==> src/rtl/stack_pkg.sv <==
// Shared types and constants for the stack arbiter.
package stack_pkg;

  typedef enum logic [1:0] {
    IDLE  = 2'd0,
    ISSUE = 2'd1,
    WAIT  = 2'd2,
    RESP  = 2'd3
  } stk_arb_state_t;

  localparam logic OP_POP  = 1'b0;
  localparam logic OP_PUSH = 1'b1;

endpackage

==> src/rtl/rr_arbiter.sv <==
// Combinational round-robin pick: search starts one past the last winner.
module rr_arbiter #(
  parameter int unsigned NUM_REQ = 2,
  parameter int unsigned ID_W    = 1
) (
  input  logic [NUM_REQ-1:0] i_req,
  input  logic [ID_W-1:0]    i_last,
  output logic [NUM_REQ-1:0] o_gnt_c,
  output logic [ID_W-1:0]    o_idx_c,
  output logic               o_any_c
);

  logic [ID_W-1:0] w_pos;

  // First requester found walking from last+1 around the ring wins.
  always_comb begin
    o_gnt_c = '0;
    o_idx_c = '0;
    o_any_c = 1'b0;
    w_pos   = '0;
    for (int k = 1; k <= int'(NUM_REQ); k++) begin
      w_pos = ID_W'((32'(i_last) + 32'(k)) % NUM_REQ);
      if (!o_any_c && i_req[w_pos]) begin
        o_any_c        = 1'b1;
        o_gnt_c[w_pos] = 1'b1;
        o_idx_c        = w_pos;
      end
    end
  end

endmodule

==> src/rtl/stack_arbiter.sv <==
// Round-robin front end serialising push/pop requests onto one shared stack.
module stack_arbiter
  import stack_pkg::*;
#(
  parameter int unsigned NUM_REQ    = 2,
  parameter int unsigned DATA_WIDTH = 2,
  parameter int unsigned DEPTH      = 32,
  parameter int unsigned LEVEL_W    = 6,
  parameter int unsigned ID_W       = 1
) (
  input  logic                          CLK,
  input  logic                          RST,
  input  logic [NUM_REQ-1:0]            REQ,
  input  logic [NUM_REQ-1:0]            REQ_OP,
  input  logic [NUM_REQ*DATA_WIDTH-1:0] REQ_DATA,
  output logic [NUM_REQ-1:0]            GNT,
  output logic                          RSP_VALID,
  output logic [ID_W-1:0]               RSP_ID,
  output logic [DATA_WIDTH-1:0]         RSP_DATA,
  output logic                          RSP_ERR,
  output logic [LEVEL_W-1:0]            LEVEL,
  output logic                          BUSY,
  output logic                          STK_PUSH,
  output logic                          STK_POP,
  output logic [DATA_WIDTH-1:0]         STK_DATA_IN,
  input  logic [DATA_WIDTH-1:0]         STK_DATA_OUT,
  input  logic                          STK_FULL,
  input  logic                          STK_EMPTY
);

  stk_arb_state_t r_state, w_state_n;

  logic [NUM_REQ-1:0]    r_gnt;
  logic [ID_W-1:0]       r_last;
  logic [ID_W-1:0]       r_id;
  logic                  r_op;
  logic [DATA_WIDTH-1:0] r_data;
  logic                  r_err;
  logic                  r_rsp_valid;
  logic [ID_W-1:0]       r_rsp_id;
  logic [DATA_WIDTH-1:0] r_rsp_data;
  logic                  r_rsp_err;
  logic [LEVEL_W-1:0]    r_level;
  logic                  r_busy;

  logic [NUM_REQ-1:0]    w_gnt;
  logic [ID_W-1:0]       w_idx;
  logic                  w_any;
  logic                  w_full;
  logic                  w_empty;
  logic                  w_push;
  logic                  w_pop;
  logic                  w_reject;

  rr_arbiter #(
    .NUM_REQ (NUM_REQ),
    .ID_W    (ID_W)
  ) u_rr (
    .i_req   (REQ),
    .i_last  (r_last),
    .o_gnt_c (w_gnt),
    .o_idx_c (w_idx),
    .o_any_c (w_any)
  );

  // Stack flags, backed up by our own occupancy count so LEVEL can never wrap.
  assign w_full  = STK_FULL  | (r_level == LEVEL_W'(DEPTH));
  assign w_empty = STK_EMPTY | (r_level == '0);

  // State register.
  always_ff @(posedge CLK) begin
    if (RST) begin
      r_state <= IDLE;
      r_busy  <= 1'b0;
    end else begin
      r_state <= w_state_n;
      r_busy  <= (w_state_n != IDLE);
    end
  end

  // Next state and stack strobe decode; strobes only ever fire in ISSUE.
  always_comb begin
    w_state_n = r_state;
    w_push    = 1'b0;
    w_pop     = 1'b0;
    w_reject  = 1'b0;
    case (r_state)
      IDLE:  if (w_any) w_state_n = ISSUE;
      ISSUE: begin
        if (r_op == OP_PUSH) begin
          if (w_full) w_reject = 1'b1;
          else        w_push   = 1'b1;
        end else begin
          if (w_empty) w_reject = 1'b1;
          else         w_pop    = 1'b1;
        end
        w_state_n = WAIT;
      end
      WAIT:    w_state_n = RESP;
      RESP:    w_state_n = IDLE;
      default: w_state_n = IDLE;
    endcase
  end

  // Request latch, occupancy tracking and response register.
  always_ff @(posedge CLK) begin
    if (RST) begin
      r_gnt       <= '0;
      r_last      <= ID_W'(NUM_REQ - 1);
      r_id        <= '0;
      r_op        <= OP_POP;
      r_data      <= '0;
      r_err       <= 1'b0;
      r_rsp_valid <= 1'b0;
      r_rsp_id    <= '0;
      r_rsp_data  <= '0;
      r_rsp_err   <= 1'b0;
      r_level     <= '0;
    end else begin
      r_gnt       <= '0;
      r_rsp_valid <= 1'b0;
      case (r_state)
        IDLE: begin
          if (w_any) begin
            r_gnt  <= w_gnt;
            r_last <= w_idx;
            r_id   <= w_idx;
            r_op   <= REQ_OP[w_idx];
            r_data <= REQ_DATA[32'(w_idx)*DATA_WIDTH +: DATA_WIDTH];
            r_err  <= 1'b0;
          end
        end
        ISSUE: begin
          r_err <= w_reject;
          if (w_push)     r_level <= r_level + LEVEL_W'(1);
          else if (w_pop) r_level <= r_level - LEVEL_W'(1);
        end
        WAIT: begin
          r_rsp_valid <= 1'b1;
          r_rsp_id    <= r_id;
          r_rsp_data  <= (r_op == OP_POP) ? STK_DATA_OUT : r_data;
          r_rsp_err   <= r_err;
        end
        default: ;
      endcase
    end
  end

  assign GNT         = r_gnt;
  assign RSP_VALID   = r_rsp_valid;
  assign RSP_ID      = r_rsp_id;
  assign RSP_DATA    = r_rsp_data;
  assign RSP_ERR     = r_rsp_err;
  assign LEVEL       = r_level;
  assign BUSY        = r_busy;
  assign STK_PUSH    = w_push;
  assign STK_POP     = w_pop;
  assign STK_DATA_IN = w_push ? r_data : '0;

endmodule

==> config.mk <==
export PLATFORM = sky130hd
export DESIGN_NAME = stack_arbiter
export DESIGN_NICKNAME = d
export VERILOG_FILES = /design/src/rtl/stack_pkg.sv /design/src/rtl/rr_arbiter.sv /design/src/rtl/stack_arbiter.sv
export SDC_FILE = /design/constraint.sdc
export NUM_CORES = 1
export LEC_CHECK = 0
export CAP_MARGIN = 20
export CORE_UTILIZATION = 45
export CTS_CLUSTER_DIAMETER = 50
export DETAILED_ROUTE_END_ITERATION = 8
export HOLD_SLACK_MARGIN = 0.08
export PLACE_DENSITY = 0.73
export SETUP_SLACK_MARGIN = 0.02
export SLEW_MARGIN = 20
export SYNTH_ARGS = -nofsm -noshare
export SYNTH_HDL_FRONTEND = slang
export SYNTH_SLANG_ARGS = --single-unit
==> constraint.sdc <==
create_clock -name CLK -period 3.4 [get_ports CLK]
set_clock_uncertainty 0.2 [all_clocks]
set_input_delay 0.51 -clock CLK [delete_from_list [all_inputs] [get_ports CLK]]
set_output_delay 0.51 -clock CLK [all_outputs]
set_load 0.01 [all_outputs]
==> impl_metrics.yaml, run 1 <==
grt:
  gr-usage-met1_pct: 26.82
  grt_pass1_vias: 993
  grt_util_all_layers_pct: 20.53
  grt_util_met3_pct: 4.885
  grt_max_degree: 14
  grt_busiest_layer: "met2"
  met2_usage_pct: 33.33
  grt_pass1_wl_mm: 4.312
  gr-total-overflow: 0
  antenna_found_initial: 0
clocking:
  hold_buffers: 0
  insertion_delay_ns: 0.31
  clockBufferDepth: 2
  root_buffer: "clkbuf_4"
  cts-buffers-inserted: 3
  cts_sinks: 22
  cts_setup_buffers: 0
  cts_tree: "built"
  cts-resized-gates: 0
  clkTransAtPathRegs_ns: 0.13
  htreeDepth: 1
critical_path:
  startpoint_type: "flip-flop"
  r2r_start: "LEVEL[0]$_SDFFE_PP0P_"
  required_ns: 2.69
  startpoint: "LEVEL[0]$_SDFFE_PP0P_"
  crit_fanout: 7
  endpoint_kind: "output port"
  arrival_ns: 2.20
  crit_type: "flip-flop to output port"
routing:
  num_vias: 1077
  detail_route.iter0.violations: 29
  wl_per_cell_um: 13.66
  drt_first_pass_iters: 4
  ant_nets: 0
  wirelength_mm: 2.596
  viasPerCell: 5.668
  drc: 0
place:
  place.gp.congestion: 0.7450
  io_buffers: 31
  hpwl_mm: 2.004
logic_synthesis:
  ys_seq_area_share_pct: 37.21
  syn_avg_cell_area_um2: 9.247
  syn-num-nets: 150
  synthCells: 128
  synth_cell_type_count: 37
  synth_edf_count: 0
  yosysWarnings: 0
  syn_area_mm2: 0.001184
  synth-seq-cells: 22
  synth_ff_type: "dfxtp_1"
  synthArstFlopShare_pct: 0
sta:
  final_hold_viol_count: 0
  tightest_slew_ns: 0.5566
  layout_min_cycle_time_ns: 2.914
  slew_headroom_pct: 62.61
  fin_tns_setup_ns: 0
  fin_crit_sh_pct: 85.70
  rsz0062_at_grt: "false"
  setup_violations: 0
  slew_violations: 0
  max_freq_mhz: 343.2
pwr:
  ir_worst_vdd_v: 0.0005616
  p_leak_nw: 0.5984
  powerDensity_mw_per_mm2: 651.7
final_layout:
  fill_cells: 227
  syn2layout_area_growth_pct: 32.88
  final_core_util_pct: 63.48
  drive_gt1_share_pct: 8.125
  n_antenna_cell: 0
  fin_nets: 183
  multiInputGateArea_um2: 686.9
  seqCellArea_um2: 440.4
floorplanning:
  die_height_um: 53.29
  fp.coreArea_mm2: 0.002477
  ios: 32
  die_x_um: 53.29
  row_count: 18
  die_area_mm2: 0.002839
  initial_core_util_pct: 47.78
job:
  cap_viol_max_count: 0
worst_hold_path:
  worstHoldPathType: "flip-flop to flip-flop"
  min-delay-start: "r_last$_SDFFE_PP1P_"
outcome:
  status: "complete, no violations"
[kinds of logic (layout without fill, tap and decap cells)]
group	Yosys count	in the layout	share of synthesized area, %
XOR/XNOR	1	1	0.7401
buffers and inverters	13	45	4.757
AO/OA/AOI/OAI	42	42	25.79
adder cells (fa/ha/maj)	8	8	9.091
AND/OR/NAND/NOR	32	32	13.85
multiplexers	10	10	8.563
flip-flops	22	22	37.21
[where the power goes]
part	switching (mW)	total [mW]	internal, mW
Clock	0.0828	0.202	0.119
Sequential	0.0524	0.373	0.320
Combinational	0.226	0.450	0.224
[layer usage]
layer	up-vias	part of all wire [%]	routed length [µm]
met5	-	0	0
met4	0	0	0
met3	0	6.0	157
met2	33	48	1247
met1	499	46	1191
li1	545	-	-
[final cells by class]
class                      count  area share (%)
clock buffer                   3           1.432
clock inverter                 1           1.909
inverter                       8           1.909
multi-input combinational     93           43.68
sequential                    22           28.00
tap                           30           2.387
timing repair buffer          33           20.68
[through the flow]
| stage | instances | instance area [µm²] | hold slack, ns | worst slack (ns) | power, mW |
|---|---|---|---|---|---|
| final | 190 | 1573 | 0.2951 | 0.4863 | 1.025 |
| after global routing | 190 | 1573 | 0.3190 | 0.1384 | 1.104 |
| after CTS | 190 | 1573 | 0.2942 | 0.5000 | 1.031 |
| after detailed placement | 186 | 1520 | 0.2746 | 0.2389 | 0.8293 |
| after global placement | 186 | 1520 | 0.2652 | 0.2925 | 0.8122 |
| after floorplan | 128 | 1184 | 0.2425 | 0.5372 | 0.6773 |
[cells in the mapped netlist (2+ instances only)]
| master | n | share of area (%) |
|---|---|---|
| nor2_1 | 10 | 3.2 |
| a2111oi_0 | 2 | 1.5 |
| o21ai_0 | 5 | 2.1 |
| mux2i_1 | 9 | 7.6 |
| a21oi_1 | 7 | 3.0 |
| a211oi_1 | 10 | 6.3 |
| a31o_2 | 3 | 2.2 |
| inv_1 | 7 | 2.2 |
| dfxtp_1 | 22 | 37 |
| clkbuf_1 | 4 | 1.3 |
| o211ai_1 | 2 | 1.3 |
| nor3_1 | 3 | 1.3 |
| and2_1 | 4 | 2.1 |
| nand2_1 | 5 | 1.6 |
| ha_1 | 7 | 7.4 |
| a311o_1 | 2 | 1.7 |
| a21o_1 | 3 | 1.9 |
| nor2b_1 | 4 | 2.1 |
[layout by cell type (no fill, tap or decap), types with 4 or more instances in the layout]
| master | n |
|---|---|
| a211oi_1 | 10 |
| nand2_1 | 5 |
| inv_1 | 7 |
| clkdlybuf4s50_1 | 31 |
| a21oi_1 | 7 |
| mux2i_1 | 9 |
| nor2b_1 | 4 |
| dfxtp_1 | 22 |
| and2_1 | 4 |
| ha_1 | 7 |
| o21ai_0 | 5 |
| nor2_1 | 10 |
[registers in the layout, indices dropped and copies added (netlist names)]
name and count:
r_last 1, GNT 2, BUSY 1, r_state 2, r_op 1, r_err 1
RSP_ERR 1, RSP_DATA 2, RSP_ID 1, r_id 1, r_data 2, LEVEL 6
RSP_VALID 1
[worst paths after layout]
check,endpoint,slack (ns),depth (start not counted)
max,STK_DATA_IN[0],0.49,5
min,GNT[0]$_SDFF_PP0_,0.30,2
max reg2reg,LEVEL[3]$_SDFFE_PP0P_,0.50,8
min reg2reg,GNT[0]$_SDFF_PP0_,0.30,2
[worst max-delay path, stage by stage, from the launching register on]
cell and delay [ns]:
dfxtp_1 0.41, nor3_1 0.50, a31oi_1 0.19, buf_4 0.18, and2_1 0.15, clkdlybuf4s50_1 0.47
(Power assumes the default switching activity.)
==> run 2: changes to the inputs <==
SYNTH_HIERARCHICAL = 1   (was default)
==> run 2 against run 1 <==
- core utilization up 0.079 points
- area after synthesis up 1.4%
- sequential share of layout area is 0.29 points lower
- first-iteration DRC count fell by 28%
- fmax up 0.16%
- synthesized cell count grew 3.9%
- worst setup slack better by 0.0046 ns
==> impl_metrics.yaml, run 2 <==
worst_hold_path:
  min_path_cells: 2
  min-delay-start: "r_err$_SDFFE_PP0P_"
  hold_path_end: "r_err$_SDFFE_PP0P_"
  worstHoldPathType: "flip-flop to flip-flop"
logic_synthesis:
  synth-xor-area-share_pct: 0.7299
  syn-num-nets: 156
  synth-compound-area-share_pct: 20.33
  yosysWarnings: 6
  syn_avg_cell_area_um2: 9.022
  syn_area_mm2: 0.001200
  synth-seq-cells: 22
  synthCells: 133
  yosys.area_share.simple_pct: 17.62
  synthArstFlopShare_pct: 0
  yosysTopAreaCellShare_pct: 36.70
  synth_top_family_by_area: "compound AO/OA/AOI/OAI gates"
  synthTopCellsByArea: "dfxtp_1, ha_1, mux2i_1"
  synth_edf_count: 0
  yosysMostFrequentCell: "dfxtp_1"
  synth_top_cell_by_area: "dfxtp_1"
  muxShareOfSynthArea_pct: 10.22
  synthTopCellsByCount: "dfxtp_1, nor2_1, mux2i_1, nand2_1, a211oi_1"
  ys_seq_area_share_pct: 36.70
  synth_ff_type: "dfxtp_1"
  synth_cell_type_count: 39
  synthAdderAreaFrac_pct: 10.01
place:
  hpwl_mm: 2.017
  io_buffers: 31
  post_dp_cell_area_mm2: 0.001536
  place.gp.congestion: 0.9515
floorplanning:
  die_height_um: 53.64
  die_area_mm2: 0.002877
  row_count: 18
  fp.coreArea_mm2: 0.002500
  die_x_um: 53.64
  initial_core_util_pct: 48.00
  ios: 32
routing:
  viasPerCell: 5.564
  met3_length_um: 91
  drc: 0
  wl_met2_mm: 1.380
  drt_first_pass_iters: 4
  ant_nets: 0
  wl_met1_mm: 1.234
  num_vias: 1085
  detail_route.iter0.violations: 21
  wl_per_cell_um: 14.02
  dr.max_layer_used: "met4"
  wirelength_mm: 2.733
final_layout:
  largest_reg_flops: 6
  drive_gt1_share_pct: 6.061
  final_cell_mix: "clkdlybuf4s50_1, dfxtp_1, nor2_1, mux2i_1, nand2_1"
  n_antenna_cell: 0
  fin_area_mm2: 0.001589
  final_common_cell: "clkdlybuf4s50_1"
  fin_nets: 189
  syn2layout_area_growth_pct: 32.43
grt:
  grt_pass1_vias: 966
  grt_max_degree: 19
  grt_util_all_layers_pct: 21.45
  gr-total-overflow: 0
  grt_pass1_wl_mm: 4.422
  antenna_found_initial: 0
critical_path:
  ff2ff_path_depth: 8
  crit_type: "flip-flop to output port"
  required_ns: 2.69
  r2r-end: "LEVEL[5]$_SDFFE_PP0P_"
  endpoint_kind: "output port"
  arrival_ns: 2.20
  startpoint_type: "flip-flop"
  r2r_start: "LEVEL[0]$_SDFFE_PP0P_"
  regToRegSetupSlack_ns: 0.64
  crit_fanout: 7
pwr:
  ir_worst_vdd_v: 0.0004322
  p_leak_nw: 0.6350
  p_switching_uw: 421.1
  powerDensity_mw_per_mm2: 713.7
  power_switching_share_pct: 37.13
  internal_power_uw: 713.0
  pwr-share-comb_pct: 47.1
  p_seq_share_pct: 34.8
  pwr-share-clk_pct: 18.1
clocking:
  cts_sinks: 22
  root_buffer: "clkbuf_4"
  cts_tree: "built"
  cts_setup_buffers: 0
  clkTransAtPathRegs_ns: 0.13
  clockBufferDepth: 2
  htreeDepth: 1
  hold_buffers: 0
  cts-buffers-inserted: 3
  insertion_delay_ns: 0.31
  cts-resized-gates: 0
sta:
  fin_tns_setup_ns: 0
  layout_min_cycle_time_ns: 2.909
  setup_violations: 0
  max_freq_mhz: 343.8
  tightest_slew_ns: 0.6245
  final_hold_viol_count: 0
  slew_violations: 0
  rsz0062_at_grt: "false"
  slew_headroom_pct: 58.00
  fin_crit_sh_pct: 85.56
job:
  cap_viol_max_count: 0
outcome:
  status: "complete, no violations"
[run 2: worst max path at each step]
stage	slack (ns)	from	to
4_1_cts	0.50	LEVEL[0]$_SDFFE_PP0P_	STK_DATA_IN[1]
3_5_place_dp	0.46	STK_FULL	LEVEL[5]$_SDFFE_PP0P_
3_3_place_gp	0.51	STK_FULL	LEVEL[5]$_SDFFE_PP0P_
5_1_grt	0.36	LEVEL[0]$_SDFFE_PP0P_	STK_DATA_IN[0]
6_report	0.49	LEVEL[0]$_SDFFE_PP0P_	STK_DATA_IN[1]
2_1_floorplan	0.72	r_state[1]$_SDFF_PP0_	LEVEL[5]$_SDFFE_PP0P_
[run 2: routing by layer]
| metal | track usage (%) | vias up |
|---|---|---|
| met5 | 0 | - |
| met4 | 9.211 | 0 |
| met3 | 4.237 | 4 |
| met2 | 35.00 | 30 |
| met1 | 27.26 | 508 |
| li1 | - | 543 |
[run 2: through the flow]
| step | cells | hold WS [ns] | total power, mW | util [%] | setup slack, ns |
|---|---|---|---|---|---|
| after detailed placement | 191 | 0.2522 | 0.9256 | 61.46 | 0.4570 |
| after floorplan | 133 | 0.2315 | 0.7558 | - | 0.7202 |
| after global placement | 191 | 0.2468 | 0.9015 | 61.46 | 0.5149 |
| after CTS | 195 | 0.2701 | 1.137 | 63.56 | 0.5022 |
| after global routing | 195 | 0.3104 | 1.223 | 63.56 | 0.3591 |
| final | 195 | 0.2668 | 1.134 | 63.56 | 0.4909 |
[run 2: final cells by class]
cell class | count | area [µm²]
Inverter | 7 | 26.28
Fill cell | 227 | 910.9
Clock buffer | 3 | 22.52
Tap cell | 30 | 37.54
Multi-Input combinational cell | 99 | 706.9
Clock inverter | 1 | 30.03
Sequential cell | 22 | 440.4
Timing Repair Buffer | 33 | 325.3
[run 2: power by group through the flow]
stage | combinational, mW | sequential, mW | clock (mW)
final | 0.534 | 0.395 | 0.205
after global routing | 0.591 | 0.407 | 0.226
after CTS | 0.535 | 0.396 | 0.207
after detailed placement | 0.524 | 0.402 | 0
after global placement | 0.504 | 0.397 | 0
after floorplan | 0.358 | 0.398 | 0
[run 2: cells by family (layout without fill, tap and decap cells)]
logic type / Yosys count / count (layout)
XOR/XNOR: 1 / 1
adder cells (fa/ha/maj): 9 / 9
AND/OR/NAND/NOR: 43 / 43
multiplexers: 12 / 12
buffers and inverters: 12 / 44
flip-flops: 22 / 22
AO/OA/AOI/OAI: 34 / 34
[run 2: worst max-delay path, stage by stage (launching register included)]
cell and delay, ns:
dfxtp_1 0.41, nor3_1 0.48, a31oi_1 0.19, buf_4 0.18
and2_1 0.15, clkdlybuf4s50_1 0.47
==> run 3: changes to the inputs <==
SYNTH_HIERARCHICAL = default   (was 1)
==> results of run 3 <==
The final DEF is identical to that of run 1; final timing and power are the same.
==> variant 1 (flow settings as in run 1) <==
`DATA_WIDTH`: 2 -> 3.
--- a/src/rtl/stack_arbiter.sv
+++ b/src/rtl/stack_arbiter.sv
@@ -5,3 +5,3 @@
   parameter int unsigned NUM_REQ    = 2,
-  parameter int unsigned DATA_WIDTH = 2,
+  parameter int unsigned DATA_WIDTH = 3,
   parameter int unsigned DEPTH      = 32,
Ports: changed (resized REQ_DATA, RSP_DATA, STK_DATA_IN and STK_DATA_OUT); port bits go from 32 to 37. The function was not compared with the original's and may differ.
==> variant 1 against run 1 <==
Sequential cell count rose by 2; setup slack got worse by 0.064 ns; routed wire length increased by 8.2%; area after synthesis up 9.5%; clock power down 26%; maximum frequency decreased by 2.1%; non-clock buffer count up 4; total power increased by 4.3%; global-route usage decreased by 0.78 points; register-to-register slack improved by 0.15 ns; cell area grew 8.7%; combinational power rose by 12%; critical path type is now in2out.
==> variant 1: results (changes against run 1) <==
run_status:
  outcome: "finished clean"
logic_synthesis:
  synth_edf_count: 0  # unchanged
  async_flop_share_pct: 0  # unchanged
  synth.yosys.seq_area_share_pct: 37.1  # -0.14 points
  synth-main-ff-cell: "dfxtp_1"
  synth_nets: 160  # +6.7%
  synth_common_cells: "dfxtp_1, nor2_1, mux2i_1, inv_1, ha_1"
  yosys-top-cells-area: "dfxtp_1, mux2i_1, ha_1"
cts:
  h-tree-depth: 1  # unchanged
  clockBufferDepth: 2  # unchanged
  cts_resized: 0  # unchanged
  worstSkewPairLatency_ns: 0.31  # about the same
  clk_pin_slew_ns: 0.13  # about the same
  post_cts_buffers: 0  # unchanged
  clockRootBuffer: "clkbuf_4"
final_layout:
  antenna_cells: 0  # unchanged
  nNetsFinal: 196  # +7.1%
  largest_reg_flops: 6  # unchanged
  drive_gt1_share_pct: 9.47  # +1.3 points
  nFillCells: 244  # +7.5%
global_routing:
  grt_max_degree: 17  # +3
  track_usage_pct: 19.7  # -0.78 points
  grt_pass1_wl_mm: 4.90  # +14%
setup_path:
  critical_path.max_fanout: 7  # unchanged
  path_class: "in2out"
  required_ns: 2.69  # about the same
route:
  wire_per_inst_um: 14.1  # +2.8%
  drc: 0  # unchanged
  dr.pass1.iters: 4  # unchanged
  vias: 1063  # -1.3%
  drt_iter0_markers: 31  # +6.9%
pwr:
  leakagePower_nw: 0.669  # +12%
  peakVddDrop_uv: 349  # -38%
timing:
  slew_headroom_pct: 69.6  # +7.0 points
placement:
  place.gp.congestion: 0.876  # +18%
  io_buffers: 36  # +16%
  place_hpwl_mm: 2.24  # +12%
hold_path:
  min_path_type: "reg2reg"
-- variant 1: cell types whose count changed after synthesis, sizes merged, moves of 2 or more --
cell,delta
dfxtp,+2
xnor2,+2
a31o,-2
a311o,-2
inv,+3
a211oi,-2
nor2,+4
o211ai,-2
mux2i,+3
nand3,+2
-- variant 1: power breakdown --
part / switching (mW) / internal (mW) / total (mW)
Combinational: 0.252 / 0.251 / 0.502
Clock: 0.0850 / 0.0653 / 0.150
Sequential: 0.0654 / 0.351 / 0.416
-- variant 1: logic make-up (layout without fill, tap and decap cells) --
family,Yosys count,after routing,synth area share [%]
compound gates,31,31,20.4
buf+inv,16,51,5.21
xor+xnor,4,4,2.70
simple gates,38,38,16.1
mux,12,12,9.27
fa+ha+maj,9,9,9.27
flops,24,24,37.1
-- variant 1: final cells by class --
cell class | count | area, µm² | share of cell area, %
inverters | 10 | 37.5 | 2.20
well taps | 31 | 38.8 | 2.27
clock buffers | 4 | 36.3 | 2.12
repair buffers | 37 | 368 | 21.5
flip-flops and latches | 24 | 480 | 28.1
multi-input cells | 94 | 748 | 43.8
-- variant 1: final timing paths --
| path | depth (start not counted) | startpoint | slack, ns | to |
|---|---|---|---|---|
| worst max-delay path | 5 | STK_FULL | 0.42 | STK_DATA_IN[2] |
| worst min-delay path | 2 | r_last | 0.30 | GNT[0] |
| worst max register to register | 11 | r_state[1] | 0.65 | LEVEL[5] |
| worst min register to register | 2 | r_last | 0.30 | GNT[0] |
-- variant 1: critical path: stages --
cell	delay, ns
clkdlybuf4s50_1	0.44
nand3b_2	0.22
a31oi_2	0.36
and2_1	0.20
clkdlybuf4s50_1	0.54
-- variant 1: per-layer routing --
metal	global-route usage (%)	share of wire, %	vias to the layer above
li1	-	-	535
met1	24.9	45	500
met2	34.1	50	24
met3	3.26	4.1	4
met4	6.79	1.1	0
met5	0	0	-
-- variant 1: stage by stage --
stage                     power [mW]  worst slack (ns)  hold WS, ns  cell area [µm²]  std cells
after floorplan                0.763             0.900        0.254             1300        134
after global placement         0.910             0.407        0.270             1670        196
after detailed placement       0.926             0.260        0.280             1670        196
after CTS                       1.08             0.413        0.304             1710        200
after global routing            1.15             0.274        0.325             1710        200
final                           1.07             0.422        0.301             1710        200
==> variant 2 (settings of run 1) <==
Without the edit above. Encoding of `stk_arb_state_t`: now one-hot (4 bits for 4 states).
--- a/src/rtl/stack_pkg.sv
+++ b/src/rtl/stack_pkg.sv
@@ -3,7 +3,7 @@
 
-  typedef enum logic [1:0] {
-    IDLE  = 2'd0,
-    ISSUE = 2'd1,
-    WAIT  = 2'd2,
-    RESP  = 2'd3
+  typedef enum logic [3:0] {
+    IDLE  = 4'b0001,
+    ISSUE = 4'b0010,
+    WAIT  = 4'b0100,
+    RESP  = 4'b1000
   } stk_arb_state_t;
Formal check against the unedited RTL: no difference found for any inputs over 10 cycles, from zero or initial values and one cycle with RST high; not proved beyond that.
==> variant 2 against run 1 <==
Die area down 1.5%; count of clock-buffer cells in the layout up 1; sequential cell count up 2; critical endpoint is now STK_POP; via count down 9.7%; critical path depth down 1; critical path type unchanged; sequential share of layout area up 3.2 points; cell area down 2.1%; routed wire length down 5.5%; setup slack worse by 0.14 ns; core utilization down 0.74 points; area after synthesis down 1.6%; highest routed layer is now met4; final cell count down 3.2%.
Power is not compared: it rests on default switching activity, and its combinational part moved more than twofold at a synthesized area within 25%.
==> variant 2: results (changes against run 1) <==
final_layout:
  finalNonFillerCells: 184  # -3.2%
  drive_gt1_share_pct: 10.4  # +2.3 points
route:
  met1_length_mm: 1.17  # -1.7%
  vias: 972  # -9.7%
  wl_mm: 2.45  # -5.5%
  met2WireLength_mm: 1.16  # -7.1%
global_routing:
  grt_use_met1_pct: 24.6  # -2.2 points
  grt_max_degree: 28  # +14
  track_usage_pct: 19.9  # -0.60 points
  gr-usage-met2_pct: 32.3  # -1.1 points
  grt_pass1_wl_mm: 3.95  # -8.3%
  grt_use_met3_pct: 4.02  # -0.86 points
  grt_pass1_vias: 902  # -9.2%
logic_synthesis:
  synth.yosys.seq_area_share_pct: 41.2  # +4.0 points
  yosys-top-cells-area: "dfxtp_1, mux2i_1, ha_1"
  synth_common_cells: "dfxtp_1, nor2_1, a211oi_1, mux2i_1, nand2_1"
setup_path:
  reg2reg_slack_ns: 0.61  # +0.11 ns
  slowest_delay_ns: 0.60  # +0.10 ns
  critical_path.max_fanout: 5  # -2
  r2r_cells: 9  # +1
  crit_slowest_cell: "or4b_4"
  arrival_ns: 2.34  # +0.14 ns
  critPathCapture: "STK_POP"
  timing.rr.start: "r_state[0]"
pwr:
  total_power_mw: 0.551
hold_path:
  holdPathEnd: "RSP_ERR"
  hold_path.startpoint: "r_err"
placement:
  place.gp.congestion: 0.788  # +5.8%
  dpl_worst_slack_ns: 0.548  # +0.309 ns
run_status:
  outcome: "finished clean"
timing:
  slew_headroom_pct: 33.8  # -29 points
[variant 2: layout make-up]
cell class / count / area (µm²)
Sequential cell: 24 / 480
Tap cell: 30 / 37.5
Clock buffer: 4 / 36.3
Multi-Input combinational cell: 88 / 646
Fill cell: 210 / 915
Inverter: 6 / 22.5
Timing Repair Buffer: 32 / 318
[variant 2: per-stage QoR]
stage	instance area [µm²]	utilization [%]	hold slack, ns
after detailed placement	1500	61.3	0.250
final	1540	62.7	0.267
after global placement	1500	61.3	0.246
after global routing	1540	62.7	0.292
after floorplan	1160	-	0.232
after CTS	1540	62.7	0.268
[variant 2: logic make-up after synthesis]
logic type | Yosys count | synth area share, %
buffers and inverters | 10 | 3.33
flip-flops | 24 | 41.2
adder cells (fa/ha/maj) | 6 | 7.09
XOR/XNOR | 4 | 3.01
multiplexers | 8 | 6.98
AO/OA/AOI/OAI | 25 | 14.6
AND/OR/NAND/NOR | 45 | 23.7
